--- src/rtl/ps2_keyboard_rx.sv ---
// PS/2 keyboard receiver: synchronizes and filters the PS/2 pins, frames 11-bit
// serial bytes and decodes Set-2 make/break sequences into Hack key codes.
module ps2_keyboard_rx #(
  parameter int unsigned FILTER_LEN     = 4,
  parameter int unsigned TIMEOUT_CYCLES = 50000
) (
  input  logic        clk,
  input  logic        rst_n,
  input  logic        ps2_clk,
  input  logic        ps2_data,
  output logic [15:0] out,
  output logic        key_strobe,
  output logic        frame_err
);

  localparam int unsigned CNT_W = $clog2(FILTER_LEN + 1);
  localparam int unsigned TMO_W = $clog2(TIMEOUT_CYCLES + 1);

  typedef enum logic [1:0] {ST_IDLE, ST_DATA, ST_PARITY, ST_STOP} state_e;

  logic             clk_s1_q, clk_s2_q, data_s1_q, data_s2_q;
  logic             filt_q, filt_d;
  logic [CNT_W-1:0] fcnt_q, fcnt_d;
  logic             fall_c;

  state_e           state_q, state_d;
  logic [2:0]       bit_cnt_q, bit_cnt_d;
  logic [7:0]       shift_q, shift_d;
  logic             par_ok_q, par_ok_d;
  logic [TMO_W-1:0] tmo_q, tmo_d;
  logic [7:0]       byte_q, byte_d;
  logic             byte_valid_q, byte_valid_d;
  logic             frame_err_q, frame_err_d;

  logic             ext_q, ext_d, brk_q, brk_d;
  logic [7:0]       out_q, out_d;
  logic             strobe_q, strobe_d;
  logic [7:0]       code_c;

  // Set-2 scan code (with E0 prefix flag) to Hack key code; 0 means unmapped.
  function automatic logic [7:0] translate(input logic ext, input logic [7:0] sc);
    case ({ext, sc})
      9'h01C: return 8'd65;  9'h032: return 8'd66;  9'h021: return 8'd67;
      9'h023: return 8'd68;  9'h024: return 8'd69;  9'h02B: return 8'd70;
      9'h034: return 8'd71;  9'h033: return 8'd72;  9'h043: return 8'd73;
      9'h03B: return 8'd74;  9'h042: return 8'd75;  9'h04B: return 8'd76;
      9'h03A: return 8'd77;  9'h031: return 8'd78;  9'h044: return 8'd79;
      9'h04D: return 8'd80;  9'h015: return 8'd81;  9'h02D: return 8'd82;
      9'h01B: return 8'd83;  9'h02C: return 8'd84;  9'h03C: return 8'd85;
      9'h02A: return 8'd86;  9'h01D: return 8'd87;  9'h022: return 8'd88;
      9'h035: return 8'd89;  9'h01A: return 8'd90;
      9'h045: return 8'd48;  9'h016: return 8'd49;  9'h01E: return 8'd50;
      9'h026: return 8'd51;  9'h025: return 8'd52;  9'h02E: return 8'd53;
      9'h036: return 8'd54;  9'h03D: return 8'd55;  9'h03E: return 8'd56;
      9'h046: return 8'd57;
      9'h029: return 8'd32;  9'h05A: return 8'd128; 9'h066: return 8'd129;
      9'h076: return 8'd140;
      9'h16B: return 8'd130; 9'h175: return 8'd131; 9'h174: return 8'd132;
      9'h172: return 8'd133; 9'h16C: return 8'd134; 9'h169: return 8'd135;
      9'h171: return 8'd139;
      default: return 8'd0;
    endcase
  endfunction

  always_ff @(posedge clk or negedge rst_n) begin
    if (!rst_n) begin
      clk_s1_q     <= 1'b1;
      clk_s2_q     <= 1'b1;
      data_s1_q    <= 1'b1;
      data_s2_q    <= 1'b1;
      filt_q       <= 1'b1;
      fcnt_q       <= '0;
      state_q      <= ST_IDLE;
      bit_cnt_q    <= '0;
      shift_q      <= '0;
      par_ok_q     <= 1'b0;
      tmo_q        <= '0;
      byte_q       <= '0;
      byte_valid_q <= 1'b0;
      frame_err_q  <= 1'b0;
      ext_q        <= 1'b0;
      brk_q        <= 1'b0;
      out_q        <= '0;
      strobe_q     <= 1'b0;
    end else begin
      clk_s1_q     <= ps2_clk;
      clk_s2_q     <= clk_s1_q;
      data_s1_q    <= ps2_data;
      data_s2_q    <= data_s1_q;
      filt_q       <= filt_d;
      fcnt_q       <= fcnt_d;
      state_q      <= state_d;
      bit_cnt_q    <= bit_cnt_d;
      shift_q      <= shift_d;
      par_ok_q     <= par_ok_d;
      tmo_q        <= tmo_d;
      byte_q       <= byte_d;
      byte_valid_q <= byte_valid_d;
      frame_err_q  <= frame_err_d;
      ext_q        <= ext_d;
      brk_q        <= brk_d;
      out_q        <= out_d;
      strobe_q     <= strobe_d;
    end
  end

  // Level filter: the bit event fires in the cycle the FILTER_LEN-th low sample arrives.
  always_comb begin
    filt_d = filt_q;
    fcnt_d = '0;
    fall_c = 1'b0;
    if (clk_s2_q != filt_q) begin
      if (fcnt_q == CNT_W'(FILTER_LEN - 1)) begin
        filt_d = clk_s2_q;
        fall_c = filt_q;
      end else begin
        fcnt_d = fcnt_q + CNT_W'(1);
      end
    end
  end

  always_comb begin
    state_d      = state_q;
    bit_cnt_d    = bit_cnt_q;
    shift_d      = shift_q;
    par_ok_d     = par_ok_q;
    tmo_d        = tmo_q;
    byte_d       = byte_q;
    byte_valid_d = 1'b0;
    frame_err_d  = 1'b0;
    if (state_q != ST_IDLE) tmo_d = tmo_q + TMO_W'(1);
    if (fall_c) begin
      tmo_d = '0;
      case (state_q)
        ST_IDLE: begin
          if (!data_s2_q) begin
            state_d   = ST_DATA;
            bit_cnt_d = '0;
          end
        end
        ST_DATA: begin
          shift_d = {data_s2_q, shift_q[7:1]};
          if (bit_cnt_q == 3'd7) begin
            state_d   = ST_PARITY;
            bit_cnt_d = '0;
          end else begin
            bit_cnt_d = bit_cnt_q + 3'd1;
          end
        end
        ST_PARITY: begin
          par_ok_d = ^{shift_q, data_s2_q};
          state_d  = ST_STOP;
        end
        ST_STOP: begin
          if (data_s2_q && par_ok_q) begin
            byte_d       = shift_q;
            byte_valid_d = 1'b1;
          end else begin
            frame_err_d = 1'b1;
          end
          state_d = ST_IDLE;
        end
        default: state_d = ST_IDLE;
      endcase
    end else if (state_q != ST_IDLE && tmo_q == TMO_W'(TIMEOUT_CYCLES - 1)) begin
      state_d     = ST_IDLE;
      tmo_d       = '0;
      frame_err_d = 1'b1;
    end
  end

  // Decoder: E0/F0 prefixes are latched until the next code byte or a frame error.
  always_comb begin
    ext_d    = ext_q;
    brk_d    = brk_q;
    out_d    = out_q;
    strobe_d = 1'b0;
    code_c   = translate(ext_q, byte_q);
    if (frame_err_q) begin
      ext_d = 1'b0;
      brk_d = 1'b0;
    end else if (byte_valid_q) begin
      if (byte_q == 8'hE0) begin
        ext_d = 1'b1;
      end else if (byte_q == 8'hF0) begin
        brk_d = 1'b1;
      end else begin
        ext_d = 1'b0;
        brk_d = 1'b0;
        if (code_c != 8'd0) begin
          if (!brk_q) begin
            if (code_c != out_q) begin
              out_d    = code_c;
              strobe_d = 1'b1;
            end
          end else if (code_c == out_q) begin
            out_d    = 8'd0;
            strobe_d = 1'b1;
          end
        end
      end
    end
  end

  assign out        = {8'h00, out_q};
  assign key_strobe = strobe_q;
  assign frame_err  = frame_err_q;

endmodule
--- config.mk ---
export PLATFORM = sky130hd
export DESIGN_NAME = ps2_keyboard_rx
export DESIGN_NICKNAME = d
export VERILOG_FILES = /design/src/rtl/ps2_keyboard_rx.sv
export SDC_FILE = /design/constraint.sdc
export NUM_CORES = 1
export LEC_CHECK = 0
export ABC_CLOCK_PERIOD_IN_PS = 10800
export CAP_MARGIN = 20
export CORE_MARGIN = 8
export CORE_UTILIZATION = 45
export DETAILED_ROUTE_END_ITERATION = 7
export GPL_TIMING_DRIVEN = 0
export PLACE_DENSITY = 0.65
export SYNTH_ARGS = -nofsm -noshare
export SYNTH_HDL_FRONTEND = slang
export SYNTH_SLANG_ARGS = --single-unit
--- constraint.sdc ---
create_clock -name clk -period 10.8 [get_ports clk]
set_clock_uncertainty 0.15 [all_clocks]
set_input_delay 1.62 -clock clk [delete_from_list [all_inputs] [get_ports clk]]
set_output_delay 1.62 -clock clk [all_outputs]
set_load 0.005 [all_outputs]
[Word-level counts from Yosys, hierarchy flattened]
Cells that the tools add are included.
Storage, ports and cells
  output and inout port bits: 18
  bits in registers: 59
  word-level logic and storage cells: 150
  bits of input ports: 4
Operators by class
  bitwise operators: 3
  reductions and logical operators: 20
  mux-type cells: 42
  equal/unequal tests: 64
  $add $sub $neg: 3
Operators by type and width (number)
  one-hot mux 8 bit (47 select lines): 1
  == test 9 x 6 -> 1 bit, second input constant: 23
  == test 9 x 7 -> 1 bit, second input constant: 10
  == test 9 x 5 -> 1 bit, second input constant: 7
  == test 9 bit, second input constant: 7
  2-to-1 mux 16 bit: 3
  2-to-1 mux 1 bit: 25
  2-to-1 mux 8 bit: 3
  adder 16 x 1 -> 16 bit, second input constant: 1
  == test 16 bit, second input constant: 1
  == test 8 bit, second input constant: 2
  2-to-1 mux 3 bit: 4
  AND reduction 2 bit: 5
  nonzero test 2 bit: 5
  != test 3 bit, second input constant: 3
  AND reduction 3 bit: 3
  parity 9 bit: 1
  == test 8 bit: 1
  2-to-1 mux 2 bit: 4
  != test 8 bit: 1
  one-hot mux 2 bit (4 select lines): 1
  nonzero test 8 bit: 1
  AND reduction 7 bit: 1
  adder 3 x 1 -> 3 bit, second input constant: 2
  12 further kinds: 17

[Logic depth before layout (Yosys ltp)]
  depth in word-level cells: 10
  depth in mapped cells: 15
  gate-level depth less buffers: 11

[Least setup slack after synthesis]
No wires, ideal clock.
  kind: register to register
  start point: register byte_q[6]
  end point: register out_q[0]
  cell stages (with the launch flop): 14
  path slack: 6889 ps
  buffers on the path: 2
  period minus slack after synthesis: 3911 ps
  arrival time: 3636 ps
  library setup time: 125 ps
  cell sequence: dfrtp_1 > clkbuf_2 > or3_1 > buf_2 > or4_1 > a21boi_0 > nand4bb_1 > xnor2_1 > o2111ai_1 > or4_1 > ha_1 > or4_1 > nor2_2 > mux2_4
Between the ends
  cells in the longest elaborated chain, start to end: 5
  elaborated cells on any way between the ends: 60
  classes of those cells: eq/ne (52); mux (3); bitwise (2); reduce/logical (3)
RTL lines
  start, declared: line 31  | logic [7:0] byte_q, byte_d;
  start signal, assigned: line 97  | byte_q <= byte_d;
  == test 9 bit (tied with other cells): line 42  | case ({ext, sc})
  one-hot mux 8 bit (47 select lines): line 42
  == test 8 bit / != test 8 bit (equally long branches): line 196, 192
  != test 2 x 1 -> 1 bit (no source line) / nonzero test 2 bit (equally long branches)
  AND reduction 7 bit (no source line)
  end signal, assigned: line 102  | out_q <= out_d;
  end, declared: line 36  | logic [7:0] out_q, out_d;
Several ways; a longest one is shown, not always the timed one. The select of a mux whose other input is x is not followed.
A chain may end at the register's enable or synchronous reset.

[Worst setup path after layout]
Same ends and word-level chain as after synthesis.

==> impl_metrics.yaml <==
worst_setup_path:
  critPathBufInv: 2
  worstPathRequired_ns: 10.87
  end_kind: "flop"
  crit_end: "out_q[0]"
  crit_path_frequent_cell: "or4_1"
  cp_num_cells: 13
  crit_fanout: 10
  rr_worst_depth: 13
  worstReg2RegEnd: "out_q[0]"
  critPathKind: "reg -> reg"
  worstSetupStartpoint: "byte_q[6]"
  crit_arrival_ns: 4.46
  rrSetupSlack_ns: 6.41
  max_stage_delay_ns: 0.69
  r2r-start: "byte_q[6]"
  cp_cell_sequence: "clkbuf_2 > nor3_1 > buf_2 > nand4_1 > o311ai_0 > or3_1 > o21a_1 > o2111ai_1 > or4_1 > ha_1 > or4_1 > nor2_2 > mux2_4"
  cp_top_family: "simple AND/OR/NAND/NOR gates"
  cpMaxStageDelayCell: "nor3_1"
  start_kind: "flop"
timing:
  min_period_ns: 4.39
  fmax_mhz: 228
  finalSetupViolCount: 0
  rsz0062_at_grt: "false"
  period_share: 0.406
  hold_viol: 0
  worst_pin_slew_ns: 0.816
  finalMaxSlewViolations: 0
  tns_ns: 0
  maxSlewHeadroom: 0.452
detailed_routing:
  drtIter0Drc: 213
  drt-total-wl_um: 10300
  vias_per_cell: 5.89
  vias: 3524
  routedWlPerCell_um: 17.2
  drc: 0
  drtAntennaViolNets: 0
  dr.pass1.iters: 5
floorplan:
  io_pins: 22
  fp.dieArea_um2: 12300
  rows: 34
  coreArea_um2: 8720
  fp.dieW_um: 111
  die_y_um: 111
  initial_core_util: 0.465
run_status:
  status: "complete, no violations"
cts:
  cts_tree: "built"
  cts_resized: 0
  clk_root_buffer_cell: "clkbuf_8"
  htreeDepth: 3
  clock-sinks: 59
  clkSlewWorstSetupHoldPaths_ns: 0.07
  hold_buffers: 0
  clock_path_buffers: 2
  postCtsSetupRepairBufs: 0
  cts_made_buffers: 9
  clk_latency_ns: 0.33
place:
  place.gp.congestion: 0.980
  dpl_cell_area_um2: 4370
  place.port_buffers: 13
  dp_hpwl_um: 7700
final_layout:
  final_layout_size_suffix_gt1_frac: 0.157
  fin_area_um2: 4620
  layout_commonest_cell: "dfrtp_1"
  antennaDiodeCount: 0
  final_nets: 499
  syn_to_final_growth_pct: 14.0
  mostFrequentLayoutCells: "dfrtp_1 (54), nand2_1 (48), nor2_1 (25)"
  final_util: 0.530
yosys:
  netlist_area_um2: 4050
  avgSynthCellArea_um2: 8.99
  yosysWarnings: 0
  synth_ff_type: "dfrtp_1"
  yosys.cell_types.count: 69
  syn_inst: 451
  synth_edf_count: 0
  ys_seq_area_frac: 0.366
  ys_seq_elements: 59
  ys_async_sr_fraction: 1.00
min_path:
  hold_path_class: "reg -> reg"
flow_run:
  max_cap_violations: 0
global_route:
  first_global_vias: 3591
  grt_overflow_total: 0
  track_usage: 0.174
  grt_pass1_wl_um: 18000
  grt_max_degree: 39
  antenna_found_initial: 0
pwr:
  sw_frac_of_total: 0.261
  power_switching_mw: 0.152
  seq_power_share: 0.436
  irDropWorstVdd_v: 0.000160
  power.share.clock: 0.433
  power.density_nw_per_um2: 126
  finalPower_mw: 0.581
  p_int_mw: 0.429
  comb_power_share: 0.130
  p_leak_nw: 2.04
==> metal layers <==
layer  share of wire  GRT usage  vias up
li1                -          -     1695
met1            0.41      0.203     1655
met2            0.48      0.292      140
met3           0.072     0.0400       34
met4           0.040     0.0856        0
met5               0          0        -
==> registers in the layout, summed over array words and instances (netlist names), 2 cells and up <==
signal and count:
state_q 2, bit_cnt_q 3, fcnt_q 3, out_q 8
shift_q 8, tmo_q 16, byte_q 8
==> final cells by class <==
class	count	area, um^2
well taps	108	135
flip-flops and latches	59	1480
inverters	13	48.8
repair buffers	16	155
plain buffers	37	238
fillers	832	4100
multi-input cells	349	2310
clock buffers	10	138
clock inverters	6	113
==> metrics by stage <==
stage | setup slack (ns) | std cells | hold slack (ns)
floorplan | 6.89 | 458 | 0.195
global placement | 6.08 | 579 | 0.197
detailed placement | 6.45 | 582 | 0.197
CTS | 6.45 | 598 | 0.220
global route | 6.08 | 598 | 0.219
finish | 6.41 | 598 | 0.214
==> cell usage after synthesis, types with 3 or more instances <==
| library cell | count | area share |
|---|---|---|
| o211ai_1 | 3 | 0.0056 |
| a31oi_1 | 4 | 0.0062 |
| a32o_1 | 4 | 0.0099 |
| nor3_1 | 9 | 0.011 |
| nor2_1 | 25 | 0.023 |
| xor2_1 | 12 | 0.026 |
| or3b_2 | 4 | 0.0086 |
| buf_4 | 9 | 0.017 |
| or2_2 | 3 | 0.0046 |
| nor3b_1 | 10 | 0.019 |
| dfstp_2 | 5 | 0.032 |
| nor2b_1 | 10 | 0.015 |
| and3b_1 | 4 | 0.0086 |
| a22o_1 | 3 | 0.0065 |
| or4_1 | 4 | 0.0074 |
| nand2b_1 | 11 | 0.017 |
| o2111ai_1 | 4 | 0.0086 |
| nor4b_1 | 4 | 0.0086 |
| o21ai_0 | 24 | 0.030 |
| a21oi_1 | 14 | 0.017 |
| a211oi_1 | 4 | 0.0074 |
| mux2_2 | 9 | 0.025 |
| ha_1 | 10 | 0.031 |
| o31ai_1 | 7 | 0.013 |
| nand2_1 | 48 | 0.044 |
| and3_1 | 4 | 0.0062 |
| xnor2_1 | 15 | 0.032 |
| nand3_1 | 22 | 0.027 |
| inv_1 | 13 | 0.012 |
| nor4bb_1 | 3 | 0.0074 |
| buf_2 | 9 | 0.011 |
| nor4_1 | 6 | 0.0093 |
| clkbuf_1 | 11 | 0.010 |
| dfrtp_1 | 54 | 0.33 |
| nand4_1 | 16 | 0.025 |
| buf_6 | 7 | 0.019 |
| or3_1 | 5 | 0.0077 |
==> cells by family after synthesis <==
logic type / count (synthesis) / share of synthesized area
compound gates: 82 / 0.136
flops: 59 / 0.366
simple gates: 209 / 0.300
other cells: 1 / 0.000925
fa+ha+maj: 10 / 0.0309
buf+inv: 50 / 0.0707
xor+xnor: 27 / 0.0583
mux: 13 / 0.0373
==> power by group through the flow <==
stage | Combinational, mW | Sequential (mW) | Clock (mW)
2_1_floorplan | 0.0548 | 0.254 | 0
3_3_place_gp | 0.0721 | 0.256 | 0
3_5_place_dp | 0.0757 | 0.257 | 0
4_1_cts | 0.0762 | 0.253 | 0.258
5_1_grt | 0.0881 | 0.257 | 0.268
6_report | 0.0756 | 0.253 | 0.252
==> how the worst min path moves through the flow <==
stage	start	end	depth (start not counted)
CTS	clk_s1_q	clk_s2_q	0
global placement	data_s1_q	data_s2_q	0
global route	clk_s1_q	clk_s2_q	0
floorplan	clk_s1_q	clk_s2_q	0
finish	clk_s1_q	clk_s2_q	0
detailed placement	data_s1_q	data_s2_q	0
Power figures use the tool's default switching activity.
